`config.mk`:
```
export PLATFORM = sky130hd
export DESIGN_NAME = program_loader
export DESIGN_NICKNAME = d
export VERILOG_FILES = /design/src/rtl/ppu_pkg.sv /design/src/rtl/byte_packer.sv /design/src/rtl/program_loader.sv
export SDC_FILE = /design/constraint.sdc
export NUM_CORES = 1
export LEC_CHECK = 0
export CAP_MARGIN = 40
export CORE_MARGIN = 2
export CORE_UTILIZATION = 35
export DETAILED_ROUTE_END_ITERATION = 8
export DONT_BUFFER_PORTS = 1
export HOLD_SLACK_MARGIN = 0.12
export PLACE_DENSITY = 0.54
export SLEW_MARGIN = 5
export SYNTH_ARGS = -nofsm -noshare
export SYNTH_HDL_FRONTEND = slang
export SYNTH_SLANG_ARGS = --single-unit
```
`constraint.sdc`:
```
create_clock -name clk -period 1.9 [get_ports clk]
set_input_delay 0.475 -clock clk [delete_from_list [all_inputs] [get_ports clk]]
set_output_delay 0.475 -clock clk [all_outputs]
set_load 0.1 [all_outputs]
```
`src/rtl/ppu_pkg.sv`:
```
// rtl/ppu_pkg.sv - shared constants and state encoding for the program loader
package ppu_pkg;

    localparam int WORD_BYTES = 4;

    localparam logic [2:0] ST_IDLE    = 3'd0;
    localparam logic [2:0] ST_LOAD    = 3'd1;
    localparam logic [2:0] ST_WRITE   = 3'd2;
    localparam logic [2:0] ST_RELEASE = 3'd3;
    localparam logic [2:0] ST_DONE    = 3'd4;
    localparam logic [2:0] ST_ERR     = 3'd5;

    typedef enum logic [2:0] {
        IDLE    = ST_IDLE,
        LOAD    = ST_LOAD,
        WRITE   = ST_WRITE,
        RELEASE = ST_RELEASE,
        DONE    = ST_DONE,
        ERR     = ST_ERR
    } state_t;

endpackage

```
`src/rtl/byte_packer.sv`:
```
// rtl/byte_packer.sv - shifts accepted bytes into a big-endian 32-bit word
module byte_packer
    import ppu_pkg::*;
(
    input  logic        clk,
    input  logic        reset,
    input  logic        clear,
    input  logic        in_valid,
    input  logic [7:0]  in_data,
    output logic [31:0] word,
    output logic        word_done
);

    logic [1:0]  idx_q;
    logic [31:0] word_q;

    // The byte arriving now completes the word when three are already held.
    assign word_done = in_valid && (idx_q == 2'(WORD_BYTES - 1));
    assign word      = word_q;

    // Shift left so the first byte of a group ends up in bits 31:24; clear drops a partial word.
    always_ff @(posedge clk or negedge reset) begin
        if (!reset) begin
            idx_q  <= 2'd0;
            word_q <= 32'd0;
        end else if (clear) begin
            idx_q  <= 2'd0;
        end else if (in_valid) begin
            word_q <= {word_q[23:0], in_data};
            idx_q  <= idx_q + 2'd1;
        end
    end

endmodule

```
`src/rtl/program_loader.sv`:
```
// rtl/program_loader.sv - streams a byte image into memory as words, then releases the CPU
module program_loader
    import ppu_pkg::*;
#(
    parameter int ADDR_W      = 9,
    parameter int RELEASE_CYC = 4
) (
    input  logic              clk,
    input  logic              reset,
    input  logic              start,
    input  logic              abort,
    input  logic [ADDR_W-1:0] base_addr,
    input  logic [ADDR_W:0]   byte_count,
    input  logic              s_valid,
    input  logic [7:0]        s_data,
    output logic              s_ready,
    output logic              mem_we,
    output logic [ADDR_W-1:0] mem_addr,
    output logic [31:0]       mem_wdata,
    output logic              cpu_reset,
    output logic              busy,
    output logic              done,
    output logic              err,
    output logic [7:0]        checksum
);

    localparam int                REL_W     = (RELEASE_CYC > 1) ? $clog2(RELEASE_CYC) : 1;
    localparam logic [REL_W-1:0]  REL_LAST  = REL_W'(RELEASE_CYC - 1);
    localparam logic [ADDR_W+1:0] MEM_BYTES = {2'b01, {ADDR_W{1'b0}}};
    localparam logic [ADDR_W:0]   WORD_CNT  = (ADDR_W+1)'(WORD_BYTES);
    localparam logic [ADDR_W-1:0] WORD_STEP = ADDR_W'(WORD_BYTES);

    state_t            state;
    state_t            state_nx;
    logic [ADDR_W-1:0] addr_q;
    logic [ADDR_W:0]   rem_q;
    logic [7:0]        csum_q;
    logic              cpu_reset_q;
    logic [REL_W-1:0]  rel_cnt;

    logic [ADDR_W+1:0] end_addr;
    logic              req_bad;
    logic              start_ok;
    logic              load_go;
    logic              abort_hit;
    logic              accept;
    logic              word_done;
    logic              last_word;
    logic              rel_last;

    // Two extra bits so base+count cannot wrap while checking against the memory size.
    assign end_addr  = (ADDR_W+2)'(base_addr) + (ADDR_W+2)'(byte_count);
    assign req_bad   = (byte_count == '0) || (byte_count[1:0] != 2'b00) ||
                       (base_addr[1:0] != 2'b00) || (end_addr > MEM_BYTES);
    assign start_ok  = start && ((state == IDLE) || (state == DONE) || (state == ERR));
    assign load_go   = start_ok && !req_bad;
    assign abort_hit = abort && ((state == LOAD) || (state == WRITE));
    // Abort wins over a byte offered in the same cycle.
    assign accept    = (state == LOAD) && s_valid && !abort;
    assign last_word = (rem_q == WORD_CNT);
    assign rel_last  = (rel_cnt == REL_LAST);

    assign mem_addr  = addr_q;
    assign checksum  = csum_q;
    assign cpu_reset = cpu_reset_q;

    byte_packer u_packer (
        .clk       (clk),
        .reset     (reset),
        .clear     (load_go || abort_hit),
        .in_valid  (accept),
        .in_data   (s_data),
        .word      (mem_wdata),
        .word_done (word_done)
    );

    // State register.
    always_ff @(posedge clk or negedge reset) begin
        if (!reset) begin
            state <= IDLE;
        end else begin
            state <= state_nx;
        end
    end

    // Next-state and state-decoded outputs.
    always_comb begin
        state_nx = state;
        s_ready  = 1'b0;
        mem_we   = 1'b0;
        busy     = 1'b0;
        done     = 1'b0;
        err      = 1'b0;
        case (state)
            IDLE, DONE, ERR: begin
                done = (state == DONE);
                err  = (state == ERR);
                if (start) begin
                    state_nx = req_bad ? ERR : LOAD;
                end
            end
            LOAD: begin
                s_ready = 1'b1;
                busy    = 1'b1;
                if (abort) begin
                    state_nx = IDLE;
                end else if (word_done) begin
                    state_nx = WRITE;
                end
            end
            WRITE: begin
                busy   = 1'b1;
                mem_we = !abort;
                if (abort) begin
                    state_nx = IDLE;
                end else begin
                    state_nx = last_word ? RELEASE : LOAD;
                end
            end
            RELEASE: begin
                busy = 1'b1;
                if (rel_last) begin
                    state_nx = DONE;
                end
            end
            default: begin
                state_nx = IDLE;
            end
        endcase
    end

    // Address/count bookkeeping, checksum, release timer and the CPU reset flop.
    always_ff @(posedge clk or negedge reset) begin
        if (!reset) begin
            addr_q      <= '0;
            rem_q       <= '0;
            csum_q      <= 8'd0;
            cpu_reset_q <= 1'b1;
            rel_cnt     <= '0;
        end else begin
            if (load_go) begin
                addr_q      <= base_addr;
                rem_q       <= byte_count;
                csum_q      <= 8'd0;
                cpu_reset_q <= 1'b1;
            end
            if (accept) begin
                csum_q <= csum_q ^ s_data;
            end
            if ((state == WRITE) && !abort) begin
                addr_q <= addr_q + WORD_STEP;
                rem_q  <= rem_q - WORD_CNT;
            end
            if (abort_hit) begin
                cpu_reset_q <= 1'b1;
            end
            if (state == RELEASE) begin
                if (rel_last) begin
                    rel_cnt     <= '0;
                    cpu_reset_q <= 1'b0;
                end else begin
                    rel_cnt <= rel_cnt + 1'b1;
                end
            end else begin
                rel_cnt <= '0;
            end
        end
    end

endmodule
```
* Word-level counts from Yosys, hierarchy flattened
Index checks and enable logic that the tools add are counted.
** Storage, ports and cells
- Flip-flop bits (word level) :: 67
- Input port bits :: 32
- Output and inout port bits :: 55
- Logic and storage cells :: 81
** Operators by class
- $add $sub $neg :: 5
- $lt $le $gt $ge :: 1
- Equal/unequal tests :: 11
- Muxes and demuxes :: 27
- Bitwise operators :: 2
- Reductions and logical operators :: 27
** Operator list (number)
- two-way mux 10 bit :: 2
- two-way mux 9 bit :: 2
- two-way mux 8 bit :: 2
- two-way mux 3 bit :: 5
- two-way mux 2 bit :: 6
- one-hot mux 3 bit (4 select lines) :: 1
- adder 9 x 10 -> 11 bit :: 1
- > comparator 11 x 10 -> 1 bit (second input constant) :: 1
- == test 10 x 3 -> 1 bit (second input constant) :: 1
- logical NOT 10 bit :: 1
- nonzero test 2 bit :: 5
- subtractor 10 x 3 -> 10 bit (second input constant) :: 1
- adder 9 x 3 -> 9 bit (second input constant) :: 1
- two-way mux 1 bit :: 9
- XOR 8 bit :: 1
- logical AND 1 bit :: 7
- logical OR 1 bit :: 7
- == test 3 x 2 -> 1 bit (second input constant) :: 2
- == test 3 bit (second input constant) :: 2
- OR reduction 3 bit :: 2
- adder 2 x 1 -> 2 bit (second input constant) :: 2
- == test 2 bit (second input constant) :: 2
- != test 2 bit (second input constant) :: 2
- == test 3 x 1 -> 1 bit (second input constant) :: 1
- 6 further kinds :: 7

* Depth between registers and ports, before layout
Gate-level depths: netlist (run 1).
- Depth after elaboration :: 10
- Depth in mapped cells :: 13
- Gate-level depth less buffers :: 11

* Cells and area by module
From an unflattened synthesis (run 1), not the netlist that was laid out.
** Unflattened totals
- Cell total of the unflattened synthesis :: 339
- Area, all modules :: 3798.6 µm²
** Modules (own cells, without submodules)
- program_loader :: times used 1, cells an instance 262, area each 2343.5 µm², seq. area each 827.0 µm²
- byte_packer :: times used 1, cells an instance 77, area each 1455.1 µm², seq. area each 850.8 µm²

* Worst setup path before layout (run 1)
Ideal clock, no wire load.
- Path type :: input port to flip-flop
- Start :: in base_addr[0]
- End :: reg rem_q[4]
- Setup time :: 0.126 ns
- Arrival :: 2.533 ns
- Setup slack :: -0.759 ns
- Stages :: 12
- Path buffers :: 2
- Path through :: ha_1 -> inv_1 -> fa_1 -> nor2b_1 -> o2111ai_1 -> nand3_1 -> a211oi_1 -> o31ai_1 -> a21oi_2 -> buf_6 -> buf_8 -> a221o_1
** Between the ends
- Longest elaborated chain between the ends :: 6
** RTL lines
- start: declaration :: RTL line program_loader.sv:12 : input logic [ADDR_W-1:0] base_addr,
- adder 9 x 10 -> 11 bit / nonzero test 2 bit (equally long branches) :: RTL line program_loader.sv:52, program_loader.sv:54
- > comparator 11 x 10 -> 1 bit / logical OR 1 bit (equally long branches) :: RTL line program_loader.sv:54, program_loader.sv:53
- logical OR 1 bit * :: RTL line program_loader.sv:54 : (base_addr[1:0] != 2'b00) || (end_addr > MEM_BYTES);
- logical NOT 1 bit * :: RTL line program_loader.sv:56 : assign load_go = start_ok && !req_bad;
- logical AND 1 bit * :: RTL line program_loader.sv:56
- nonzero test 2 bit (no line) *
- end signal: assignment :: RTL line program_loader.sv:143 : rem_q <= byte_count;
- end signal: assignment :: RTL line program_loader.sv:152 : rem_q <= rem_q - WORD_CNT;
- end: declaration :: RTL line program_loader.sv:36 : logic [ADDR_W:0] rem_q;
Mark *: on every way between the ends. The rest lies on a longest branch, timed or not.
A chain may end at the register's enable or synchronous reset.

* Final worst setup path (run 1)
- Start :: in base_addr[0]
- End :: reg rem_q[3]
The elaborated chain is that of the path after synthesis.

==> qor_table.md, run 1 <==
| Stage | Result | Reported |
|:---|:---|:---|
| synthesis | Count of state elements after synthesis | 67 |
| timing | Fmax achieved | 431.0 MHz |
| route | Count of vias placed by the detailed router | 2915 |
| setup path | Maximum single-stage delay on the critical path | 0.52 ns |
| route | Detail-routed net length per standard cell | 17.05 um |
| placement | Global placement routability congestion | 0.8492 |
| floorplan | Die Width | 104.7 um |
| setup path | Data arrival time of the critical path | 2.54 ns |
| setup path | Worst path required time | 2.12 ns |
| timing | Unrepaired setup endpoints after global routing | true |
| setup path | Critical path fanouts, max | 8 |
| timing | Slew @ Worst Pin | 0.9127 ns |
| cells and area | Leading cell types in the layout, fill and taps excluded | 65 x dfrtp_1, 60 x buf_4, 32 x mux2_2 |
| setup path | Critical path type | in -> reg |
| synthesis | Most used DFF post-synth | dfrtp_1 |
| synthesis | Post-synthesis net count | 379 |
| setup path | Library cell contributing the largest single delay on the critical path | fa_2 |
| placement | Post-Place Worst Slack | -1.097 ns |
| synthesis | Warning count from the yosys run | 0 |
| cells and area | Most common cell after layout, fill and taps aside | dfrtp_1 |
| synthesis | Post-synth ARST share | 100.0% |
| floorplan | Area enclosed by the die boundary | 10960 sq um |
| timing | Fin worst setup slack | -0.4202 ns |
| synthesis | Number of distinct library cells after synthesis | 56 |
| setup path | Type of element capturing the critical path | flop |
| placement | Buffers on Ports | 0 |
| timing | Slew headroom | 39.15% |
| route | Total Routed Length | 9635 um |
| clock network | CTS H-Tree Depth | 3 |
| synthesis | Average cell area after synthesis | 10.69 sq um |
| outcome | Violated checks | negative hold slack, negative setup slack |
| hold path | Type of the most critical hold path | in -> async |
| floorplan | Core Box Area | 9819 sq um |
| floorplan | Vertical extent of the die | 104.7 um |
| timing | Period utilization | 122.1% |
| timing | Fin. max-slew vios | 0 |
| floorplan | Initial cell density of the core | 36.15% |
| setup path | CP delay by family, top | compound AO/OA/AOI/OAI gates |
| synthesis | Area of the mapped netlist | 3550 sq um |
| timing | Setup violation total in the final timing report | 32 |
| timing | Final hold violation count | 67 |
| cells and area | Net count of the finished layout | 474 |
| setup path | Worst reg2reg path startpoint | state[2]$_DFFE_PN0P_ |
| clock network | Root Buffer | clkbuf_8 |
| timing | Setup skew after layout | 0.008002 ns |
| route | DRC viols | 0 |
| outcome | Outcome | finished, violations left |
| floorplan | Count of boundary I/O pins | 87 |
| setup path | CP Launch Type | input pin |
| synthesis | Register area share after synthesis | 47.27% |
| global routing | Pin count of the biggest net entering global routing | 68 |
| setup path | Critical path, cell by cell | ha_4 -> inv_2 -> fa_2 -> nand4b_1 -> nor3_1 -> and4_1 -> o2111ai_2 -> a21oi_2 -> buf_6 -> nor2_4 -> a221o_1 |
| synthesis | Number of flops mapped to enable cells by yosys | 0 |
| route | 1st-iter DRT viols | 126 |
| route | Detail-routed via count per cell | 5.159 |
| floorplan | Count of standard-cell rows | 36 |
| global routing | Sum of overflow across all layers after global routing | 0 |
| global routing | Via count of the first global-routing pass | 2954 |
| global routing | Total global routing track utilization | 17.64% |
| global routing | Number of antenna violations at the first check in global routing | 0 |
| setup path | Worst Setup SP | base_addr[0] |
| clock network | Clock sinks | 67 |
| setup path | Buf+Inv Stages, Crit Path | 2 |
| clock network | Worst-Skew Late Latency | 0.34 ns |
| synthesis | Gate Count Post-Synth | 332 |
| clock network | Clock tree from TritonCTS | yes |
| clock network | Total CTS buffers | 9 |
| job | Max-capacitance violation count | 0 |
| route | Number of detailed-route iterations in the first pass | 4 |
| cells and area | Share of post-route cells with drive strength above 1 | 40.51% |
| cells and area | Antenna cell count | 0 |
| global routing | First-pass GRT wire length | 15230 um |
| clock network | Post-CTS clock slew at the launch and capture registers of the worst setup and hold paths | 0.08 ns |
| timing | Hold_ws | -0.1778 ns |
| placement | Hpwl dp | 6994 um |
| cells and area | Area growth syn-to-layout | 51.36% |
| route | Number of nets still failing antenna checks after routing | 0 |
| clock network | Number of buffers on the longest clock path | 2 |
| timing | Final Critical Period | 2.320 ns |
-- worst register-to-register path: cells and delay by family, from the launching register on --
family	cells	cell delay [ns]
buffers and inverters	4	0.48
AO/OA/AOI/OAI	2	0.33
AND/OR/NAND/NOR	2	0.57
flip-flops	1	0.42
-- final timing paths --
path | end | slack, ns | cells past startpoint
max in group asynchronous | cpu_reset$_DFF_PN1_ | 1.89 | 0
min in group clk | mem_addr[6]$_DFFE_PN0P_ | 0.26 | 2
worst min-delay path | u_packer.word[31]$_DFFE_PN0P_ | -0.18 | 0
worst max-delay path | rem_q[3]$_DFFE_PN0P_ | -0.42 | 11
worst max register to register | mem_addr[5]$_DFFE_PN0P_ | 0.04 | 8
worst min register to register | rel_cnt[0]$_DFF_PN0_ | 0.45 | 1
-- through the flow --
| step | hold slack (ns) | TNS (ns) | cells | utilization (%) | cell area (sq um) |
|---|---|---|---|---|---|
| finish | -0.1778 | -10.78 | 565 | 54.71 | 5373 |
| global route | -0.2083 | -16.01 | 565 | 54.71 | 5373 |
| CTS | -0.1975 | -10.70 | 560 | 53.27 | 5231 |
| detailed placement | 0.1807 | -28.00 | 535 | 49.55 | 4866 |
| global placement | 0.1817 | -25.82 | 511 | 42.83 | 4205 |
| floorplan | 0.1794 | -17.40 | 332 | - | 3602 |
-- sequential cells by signal, summed over array words and instances (netlist names) --
register	cells
state	3
checksum	8
rem_q	10
rel_cnt	2
cpu_reset	1
u_packer.idx_q	2
mem_addr	9
u_packer.word	32
-- final cells by class --
type | instances | area, sq um
well taps | 133 | 166.4
repair buffers | 96 | 1364
inverters | 11 | 45.04
clock inverters | 6 | 113.9
clock buffers | 10 | 127.6
multi-input cells | 242 | 1877
flip-flops and latches | 67 | 1679
fillers | 839 | 4447
-- cells in the mapped netlist, types with 2 or more instances --
master	instances	area, sq um
a211o_1	8	70.07
a211oi_1	4	30.03
a21o_1	2	15.01
a21oi_1	11	55.05
a221o_1	8	80.08
and2_1	2	12.51
and3_1	4	25.02
buf_1	2	7.510
clkbuf_1	6	22.52
dfrtp_1	66	1652
ha_1	14	175.2
inv_1	11	41.29
mux2_2	32	360.4
mux2i_1	2	20.02
nand2_1	22	82.58
nand2b_1	7	43.79
nand3_1	6	30.03
nand3b_1	3	22.52
nand4_1	2	12.51
nor2_1	27	101.4
nor2b_1	7	43.79
nor3_1	4	20.02
nor3b_1	16	120.1
nor4_1	5	31.28
o2111ai_1	2	17.52
o211ai_1	4	30.03
o21ai_0	19	95.09
o22ai_1	2	12.51
o31ai_1	2	15.01
or2_2	3	18.77
xnor2_1	2	17.52
xor2_1	3	26.28
-- timing repair --
item / 4_1_cts / 5_1_grt
pin swaps: 12 / 4
resized for setup: 12 / 7
setup buffers: 10 / 1
endpoints found under the hold margin: 67 / 67
endpoints found under the setup margin: 33 / 36
-- kinds of logic after synthesis --
| group | Yosys count | synth area share, % |
|---|---|---|
| AOI/OAI and AO/OA | 70 | 13.99 |
| xor gates and xnor gates | 5 | 1.234 |
| adders and majority gates | 15 | 5.499 |
| buffers and inverters | 23 | 3.031 |
| DFF | 67 | 47.27 |
| muxes | 34 | 10.72 |
| and+or+nand+nor | 118 | 18.26 |
-- metal layers --
metal  vias to the layer above  track usage (%)  share of wire, %
met5                         -                0                 0
met4                         0            6.952               1.8
met3                        13            6.238               7.5
met2                        93            29.32                49
met1                      1396            20.86                42
li1                       1413                -                 -
Power of run 1 is not shown: default switching activity piles up to over one toggle a cycle in this logic, so the estimate is an artifact.
==> run 2: changes to the inputs <==
- ABC_AREA: unset -> 1
==> run 2 against run 1 <==
Against the previous run: the run still ends with negative hold slack, negative setup slack left; non-clock buffer count fell by 18; global-route usage decreased by 0.79 points; register-to-register slack improved by 0.11 ns; sequential share of layout area up 3.3 points; largest cell class unchanged.
==> qor_table.md, run 2 <==
| Stage | Result | Reported | vs previous |
|:---|:---|:---|:---|
| cells and area | Leading cell types in the layout, fill and taps excluded | 170 x nand2_1, 70 x buf_4, 64 x dfrtp_1 |  |
| placement | Buffers on Ports | 0 | unchanged |
| synthesis | Post-synthesis net count | 528 | +39% |
| synthesis | Area of the mapped netlist | 3722 sq um | +4.9% |
| synthesis | Cell accounting for the most synthesized area | dfrtp_1 |  |
| synthesis | Compound-cell area share of the yosys netlist | 5.445% | -8.5 points |
| clock network | Clock sinks | 67 | unchanged |
| hold path | Type of the most critical hold path | in -> async |  |
| route | DRC viols | 0 | unchanged |
| setup path | Worst path required time | 2.13 ns | about the same |
| synthesis | Share of the synthesized area in the top cell type | 44.37% | -2.2 points |
| synthesis | Post-synth ARST share | 100.0% | unchanged |
| clock network | Root Buffer | clkbuf_8 |  |
| cells and area | Net count of the finished layout | 600 | +27% |
| floorplan | Area enclosed by the die boundary | 11480 sq um | +4.7% |
| timing | Slew headroom | 65.52% | +26 points |
| route | Detail-routed via count per cell | 4.664 | -9.6% |
| synthesis | Average cell area after synthesis | 7.739 sq um | -28% |
| synthesis | Most frequent cells after synthesis | 173 x nand2_1, 66 x dfrtp_1, 52 x inv_1 |  |
| synthesis | Library cell with the highest instance count after synthesis | nand2_1 |  |
| timing | Setup violation total in the final timing report | 31 | -3.1% |
| timing | Fmax achieved | 506.0 MHz | +17% |
| cells and area | Share of post-route cells with drive strength above 1 | 25.63% | -15 points |
| clock network | Worst-Skew Late Latency | 0.35 ns | about the same |
| global routing | Number of antenna violations at the first check in global routing | 0 | unchanged |
| job | Max-capacitance violation count | 0 | unchanged |
| synthesis | Register area share after synthesis | 45.08% | -2.2 points |
| outcome | Outcome | finished, violations left |  |
| timing | Period utilization | 104.0% | -18 points |
| synthesis | Most used DFF post-synth | dfrtp_1 |  |
| clock network | CTS H-Tree Depth | 3 | unchanged |
| global routing | Pin count of the biggest net entering global routing | 68 | unchanged |
| floorplan | Count of standard-cell rows | 37 | +2.8% |
| synthesis | XOR/XNOR Fraction of Synth Area | 3.765% | +2.5 points |
| synthesis | Adder and majority gate portion of the synthesized area | 5.244% | -0.26 points |
| route | Total Routed Length | 9419 um | -2.2% |
| timing | Unrepaired setup endpoints after global routing | true |  |
| route | Detail-routed net length per standard cell | 13.57 um | -20% |
| timing | Final Critical Period | 1.976 ns | -0.3439 ns |
| outcome | Violated checks | negative hold slack, negative setup slack |  |
| setup path | Worst Reg2Reg Path Length in Cells | 8 | unchanged |
| floorplan | Count of boundary I/O pins | 87 | unchanged |
| route | Number of detailed-route iterations in the first pass | 7 | +3 |
| global routing | First-pass GRT wire length | 15320 um | +0.63% |
| timing | Final hold violation count | 66 | -1.5% |
| synthesis | Number of flops mapped to enable cells by yosys | 0 | unchanged |
| placement | Global placement routability congestion | 0.8575 | +0.98% |
| timing | Fin. max-slew vios | 0 | unchanged |
| cells and area | Flip-flop count of the largest register, all copies and words added | 32 | unchanged |
| clock network | Number of buffers on the longest clock path | 2 | unchanged |
| timing | Fin worst setup slack | -0.07630 ns | +0.3439 ns |
| setup path | Data arrival time of the critical path | 2.21 ns | -0.33 ns |
| global routing | Via count of the first global-routing pass | 3121 | +5.7% |
| synthesis | Top cells by area, synth | dfrtp_1 44%, nand2_1 17%, nand3_1 5.9% |  |
| synthesis | Multiplexer fraction of the synthesized cell area | 0% | -11 points |
| route | Number of nets still failing antenna checks after routing | 0 | unchanged |
| floorplan | Core Box Area | 10320 sq um | +5.1% |
| setup path | Critical path fanouts, max | 4 | -4 |
| timing | Setup skew after layout | 0.01221 ns | +0.004205 ns |
| route | 1st-iter DRT viols | 169 | +34% |
| floorplan | Vertical extent of the die | 107.1 um | +2.3% |
| synthesis | Count of state elements after synthesis | 67 | unchanged |
| clock network | Post-CTS clock slew at the launch and capture registers of the worst setup and hold paths | 0.07 ns | about the same |
| synthesis | Post-synthesis simple-gate area fraction | 32.20% | +14 points |
| setup path | Type of element capturing the critical path | flop |  |
| timing | Setup TNS | -1.453 ns | +9.323 ns |
| global routing | Sum of overflow across all layers after global routing | 0 | unchanged |
| floorplan | Die Width | 107.1 um | +2.3% |
| clock network | Clock tree from TritonCTS | yes |  |
| synthesis | Warning count from the yosys run | 0 | unchanged |
| clock network | Total CTS buffers | 9 | unchanged |
| cells and area | Most common cell after layout, fill and taps aside | nand2_1 |  |
| timing | Slew @ Worst Pin | 0.5173 ns | -0.3955 ns |
| floorplan | Initial cell density of the core | 36.06% | -0.093 points |
| global routing | Total global routing track utilization | 16.85% | -0.79 points |
| synthesis | Number of distinct library cells after synthesis | 33 | -41% |
| synthesis | Main combinational cell family by area after synthesis | simple AND/OR/NAND/NOR gates |  |
| setup path | CP Launch Type | input pin |  |
| setup path | Critical path type | in -> reg |  |
| cells and area | Multi-input logic area | 1911 sq um | +1.8% |
| cells and area | Area growth syn-to-layout | 30.79% |  |
| cells and area | Layout fillers | 1056 | +26% |
| synthesis | Gate Count Post-Synth | 481 | +45% |
| route | Count of vias placed by the detailed router | 3237 | +11% |
| setup path | R2R Setup Slk | 0.15 ns | +0.11 ns |
| cells and area | Antenna cell count | 0 | unchanged |
| placement | Hpwl dp | 6893 um | -1.4% |
| timing | Hold_ws | -0.1707 ns | +0.007118 ns |
| cells and area | Area of all sequential standard cells | 1680 sq um | about the same |
==> run 2: cell types whose count changed in the layout (fill, tap and decap cells not counted), moves of 9 or more <==
cell	delta
buf_16	-28
buf_4	+10
inv_1	+37
mux2_2	-32
nand2_1	+149
nand3_1	+20
nand3_2	+22
nand4_1	+13
nor3b_1	-16
xnor2_1	+9
==> run 2: worst paths after layout <==
kind,to,start
worst max-delay path,state[2]$_DFFE_PN0P_,base_addr[0]
worst min-delay path,mem_addr[3]$_DFFE_PN0P_,reset
worst max register to register,u_packer.idx_q[1]$_DFFE_PN0P_,state[0]$_DFFE_PN0P_
worst min register to register,rel_cnt[0]$_DFF_PN0_,rel_cnt[0]$_DFF_PN0_
max in group asynchronous,cpu_reset$_DFF_PN1_,reset
min in group clk,u_packer.word[6]$_DFFE_PN0P_,s_data[6]
==> run 2: layer usage <==
| metal | track usage (%) | part of all wire, % | vias to the layer above |
|---|---|---|---|
| met5 | 0 | 0 | - |
| li1 | - | - | 1682 |
| met4 | 6.679 | 1.6 | 0 |
| met2 | 25.81 | 46 | 71 |
| met3 | 4.195 | 5.5 | 12 |
| met1 | 22.82 | 46 | 1472 |
==> run 2: critical path: stages <==
cell and delay [ns]:
ha_4 0.11, inv_2 0.03, fa_2 0.51, nand2_1 0.05, nor2_1 0.08, nand2_1 0.06
nor2_1 0.08, nand2_1 0.06, nor2_1 0.10, nand3_1 0.11, nand2_2 0.12, buf_4 0.13
nand2_1 0.09, nand2_1 0.07, nand2_1 0.04, nand2_1 0.05, nand2_1 0.04
==> run 2: metrics by stage <==
stage                     instances  cell area [sq um]  util [%]  hold slack [ns]  setup WS (ns)
final                           694               4868     47.16          -0.1707       -0.07630
after global routing            694               4868     47.16          -0.1981        -0.1907
after CTS                       690               4762     46.13          -0.1983       -0.05014
after detailed placement        673               4484     43.44           0.1832        -0.4186
after global placement          673               4484     43.44           0.1825        -0.3738
after floorplan                 481               3822         -           0.1794        -0.2705
==> run 2: area by class of cell <==
cell class | instances | share of cell area [%]
multi-input cells | 345 | 39.24
flip-flops and latches | 67 | 34.52
repair buffers | 78 | 14.16
inverters | 52 | 4.112
well taps | 136 | 3.495
clock buffers | 10 | 2.621
clock inverters | 6 | 1.850
==> run 2: timing repair <==
| action | in CTS | in global routing |
|---|---|---|
| buffers inserted | 0 | 4 |
| setup endpoints to repair | 30 | 34 |
| gates resized for setup | 8 | 19 |
| cloned | 1 | 0 |
| endpoints found under the hold margin | 67 | 67 |
| pin swaps | 2 | 3 |
==> run 2: cells by family (layout without fill, tap and decap cells) <==
logic type	count (synthesis)	in the layout
DFF	67	67
adders and majority gates	15	15
buffers and inverters	69	146
xor gates and xnor gates	16	16
AOI/OAI and AO/OA	37	37
and+or+nand+nor	277	277
Power of run 2 is left out for the same reason.
==> run 3: changes to the inputs <==
- CTS_BUF_LIST: unset -> sky130_fd_sc_hd__clkbuf_16
==> run 3 against run 2 <==
Against the previous run: critical path depth down 2; the run still ends with negative hold slack, negative setup slack left; first-iteration DRC count up 6.5%; highest routed layer unchanged; final cell count down 0.43%; worst hold slack better by 0.015 ns; setup slack worse by 0.013 ns; sequential cell count unchanged; largest cell class unchanged; via count down 0.49%; die area unchanged; clock skew down 0.0064 ns; critical path type unchanged; clock-buffer cell count down 1.
==> qor_table.md, run 3 (same netlist as run 2, synthesis figures left out) <==
| Stage | Result | Reported | vs previous |
|:---|:---|:---|:---|
| global routing | Number of antenna violations at the first check in global routing | 0 | unchanged |
| cells and area | Most common cell after layout, fill and taps aside | nand2_1 |  |
| timing | Hold_ws | -0.1554 ns | +0.01529 ns |
| cells and area | Leading cell types in the layout, fill and taps excluded | 169 x nand2_1, 67 x buf_4, 64 x dfrtp_1 |  |
| setup path | Type of element capturing the critical path | flop |  |
| cells and area | Antenna cell count | 0 | unchanged |
| cells and area | Share of post-route cells with drive strength above 1 | 25.41% | -0.22 points |
| placement | Global placement routability congestion | 0.8575 | unchanged |
| route | DRC viols | 0 | unchanged |
| timing | Setup skew after layout | 0.005803 ns | -0.006404 ns |
| job | Max-capacitance violation count | 0 | unchanged |
| cells and area | Flip-flop count of the largest register, all copies and words added | 32 | unchanged |
| timing | Period utilization | 104.7% | +0.70 points |
| floorplan | Vertical extent of the die | 107.1 um | unchanged |
| setup path | R2R Setup Slk | 0.17 ns | +0.02 ns |
| clock network | Root Buffer | clkbuf_16 |  |
| floorplan | Die Width | 107.1 um | unchanged |
| clock network | Clock tree from TritonCTS | yes |  |
| placement | Post-Place Worst Slack | -0.4186 ns | unchanged |
| global routing | Total global routing track utilization | 16.77% | -0.075 points |
| route | Detail-routed net length per standard cell | 13.50 um | -0.56% |
| setup path | Critical path type | in -> reg |  |
| timing | Fin. max-slew vios | 0 | unchanged |
| clock network | Worst-Skew Late Latency | 0.33 ns | -0.02 ns |
| cells and area | Net count of the finished layout | 597 | -0.50% |
| timing | Slew @ Worst Pin | 0.5196 ns | +0.002365 ns |
| timing | Fmax achieved | 502.6 MHz | -0.67% |
| clock network | Number of buffers on the longest clock path | 2 | unchanged |
| floorplan | Area enclosed by the die boundary | 11480 sq um | unchanged |
| floorplan | Initial cell density of the core | 36.06% | unchanged |
| setup path | Worst path required time | 2.12 ns | about the same |
| timing | Final hold violation count | 66 | unchanged |
| cells and area | Area growth syn-to-layout | 32.50% |  |
| timing | Setup violation total in the final timing report | 31 | unchanged |
| setup path | Critical path fanouts, max | 25 | +21 |
| route | Detail-routed via count per cell | 4.661 | about the same |
| placement | Buffers on Ports | 0 | unchanged |
| floorplan | Count of standard-cell rows | 37 | unchanged |
| global routing | Pin count of the biggest net entering global routing | 68 | unchanged |
| timing | Fin worst setup slack | -0.08962 ns | -0.01332 ns |
| cells and area | Design Area, Final | 4932 sq um | +1.3% |
| setup path | Endpoint of the most critical register-to-register path | state[0]$_DFFE_PN0P_ |  |
| clock network | Clock sinks | 67 | unchanged |
| floorplan | Count of boundary I/O pins | 87 | unchanged |
| route | Count of vias placed by the detailed router | 3221 | -0.49% |
| clock network | Post-CTS clock slew at the launch and capture registers of the worst setup and hold paths | 0.05 ns | -0.02 ns |
| global routing | Via count of the first global-routing pass | 3123 | +0.064% |
| timing | Final Critical Period | 1.990 ns | +0.01332 ns |
| clock network | Total CTS buffers | 9 | unchanged |
| route | Total Routed Length | 9326 um | -0.99% |
| route | Number of nets still failing antenna checks after routing | 0 | unchanged |
| setup path | Worst reg2reg path startpoint | state[2]$_DFFE_PN0P_ |  |
| hold path | Type of the most critical hold path | in -> async |  |
| setup path | Worst Reg2Reg Path Length in Cells | 9 | +1 |
| global routing | Sum of overflow across all layers after global routing | 0 | unchanged |
| route | Number of detailed-route iterations in the first pass | 4 | -3 |
| setup path | CP Launch Type | input pin |  |
| cells and area | Layout fillers | 1038 | -1.7% |
| placement | Hpwl dp | 6893 um | unchanged |
| timing | Unrepaired setup endpoints after global routing | true |  |
| clock network | CTS H-Tree Depth | 3 | unchanged |
| timing | Slew headroom | 65.36% | -0.16 points |
| global routing | First-pass GRT wire length | 15230 um | -0.63% |
| outcome | Violated checks | negative hold slack, negative setup slack |  |
| outcome | Outcome | finished, violations left |  |
| setup path | Data arrival time of the critical path | 2.21 ns | about the same |
| floorplan | Core Box Area | 10320 sq um | unchanged |
| route | 1st-iter DRT viols | 180 | +6.5% |
| placement | Placed instance area | 4484 sq um | unchanged |
==> run 3: worst max-delay path by stage <==
| stage | cells after the start | endpoint | start |
|---|---|---|---|
| 6_report | 15 | u_packer.idx_q[1]$_DFFE_PN0P_ | base_addr[0] |
| 5_1_grt | 15 | u_packer.idx_q[1]$_DFFE_PN0P_ | base_addr[0] |
| 4_1_cts | 15 | rem_q[9]$_DFFE_PN0P_ | base_addr[0] |
| 3_5_place_dp | 15 | rem_q[9]$_DFFE_PN0P_ | base_addr[0] |
| 3_3_place_gp | 15 | mem_addr[7]$_DFFE_PN0P_ | base_addr[0] |
| 2_1_floorplan | 15 | mem_addr[5]$_DFFE_PN0P_ | base_addr[0] |
==> run 3: critical path, stage by stage <==
cell	delay, ns
ha_4	0.11
inv_2	0.03
fa_2	0.51
nand2_1	0.05
nor2_1	0.08
nand2_1	0.06
nor2_1	0.08
nand2_1	0.06
nor2_1	0.10
nand3_1	0.11
nand2_2	0.12
nand3_4	0.10
buf_12	0.19
nand4_1	0.08
nand2_1	0.06
==> run 3: cell type report <==
type / count / area (sq um) / share of cell area, %
well taps: 136 / 170.2 / 3.450
clock buffers: 9 / 225.2 / 4.566
flip-flops and latches: 67 / 1680 / 34.07
repair buffers: 75 / 654.4 / 13.27
multi-input cells: 345 / 1911 / 38.74
clock inverters: 7 / 93.84 / 1.903
inverters: 52 / 197.7 / 4.008
==> run 3: what timing repair did <==
| item | 4_1_cts | 5_1_grt |
|---|---|---|
| gates resized for setup | 8 | 18 |
| gates cloned | 0 | 1 |
| hold endpoints to repair | 67 | 67 |
| endpoints found under the setup margin | 33 | 34 |
| pin swaps | 1 | 3 |
| setup buffers | 0 | 1 |
==> run 3: through the flow <==
step                      std cells  utilization [%]  setup TNS, ns
after floorplan                 481                -         -7.683
after global placement          673            43.44         -10.99
after detailed placement        673            43.44         -12.30
after CTS                       689            46.82         -1.269
after global routing            691            47.78         -5.464
final                           691            47.78         -1.757
==> run 3: metal layers <==
layer | track usage, % | vias to the layer above | wire length, um
met2 | 25.68 | 72 | 4330
met4 | 6.957 | 0 | 153
met5 | 0 | - | 0
li1 | - | 1679 | -
met3 | 4.195 | 10 | 559
met1 | 22.60 | 1460 | 4283
Power of run 3 is left out for the same reason.
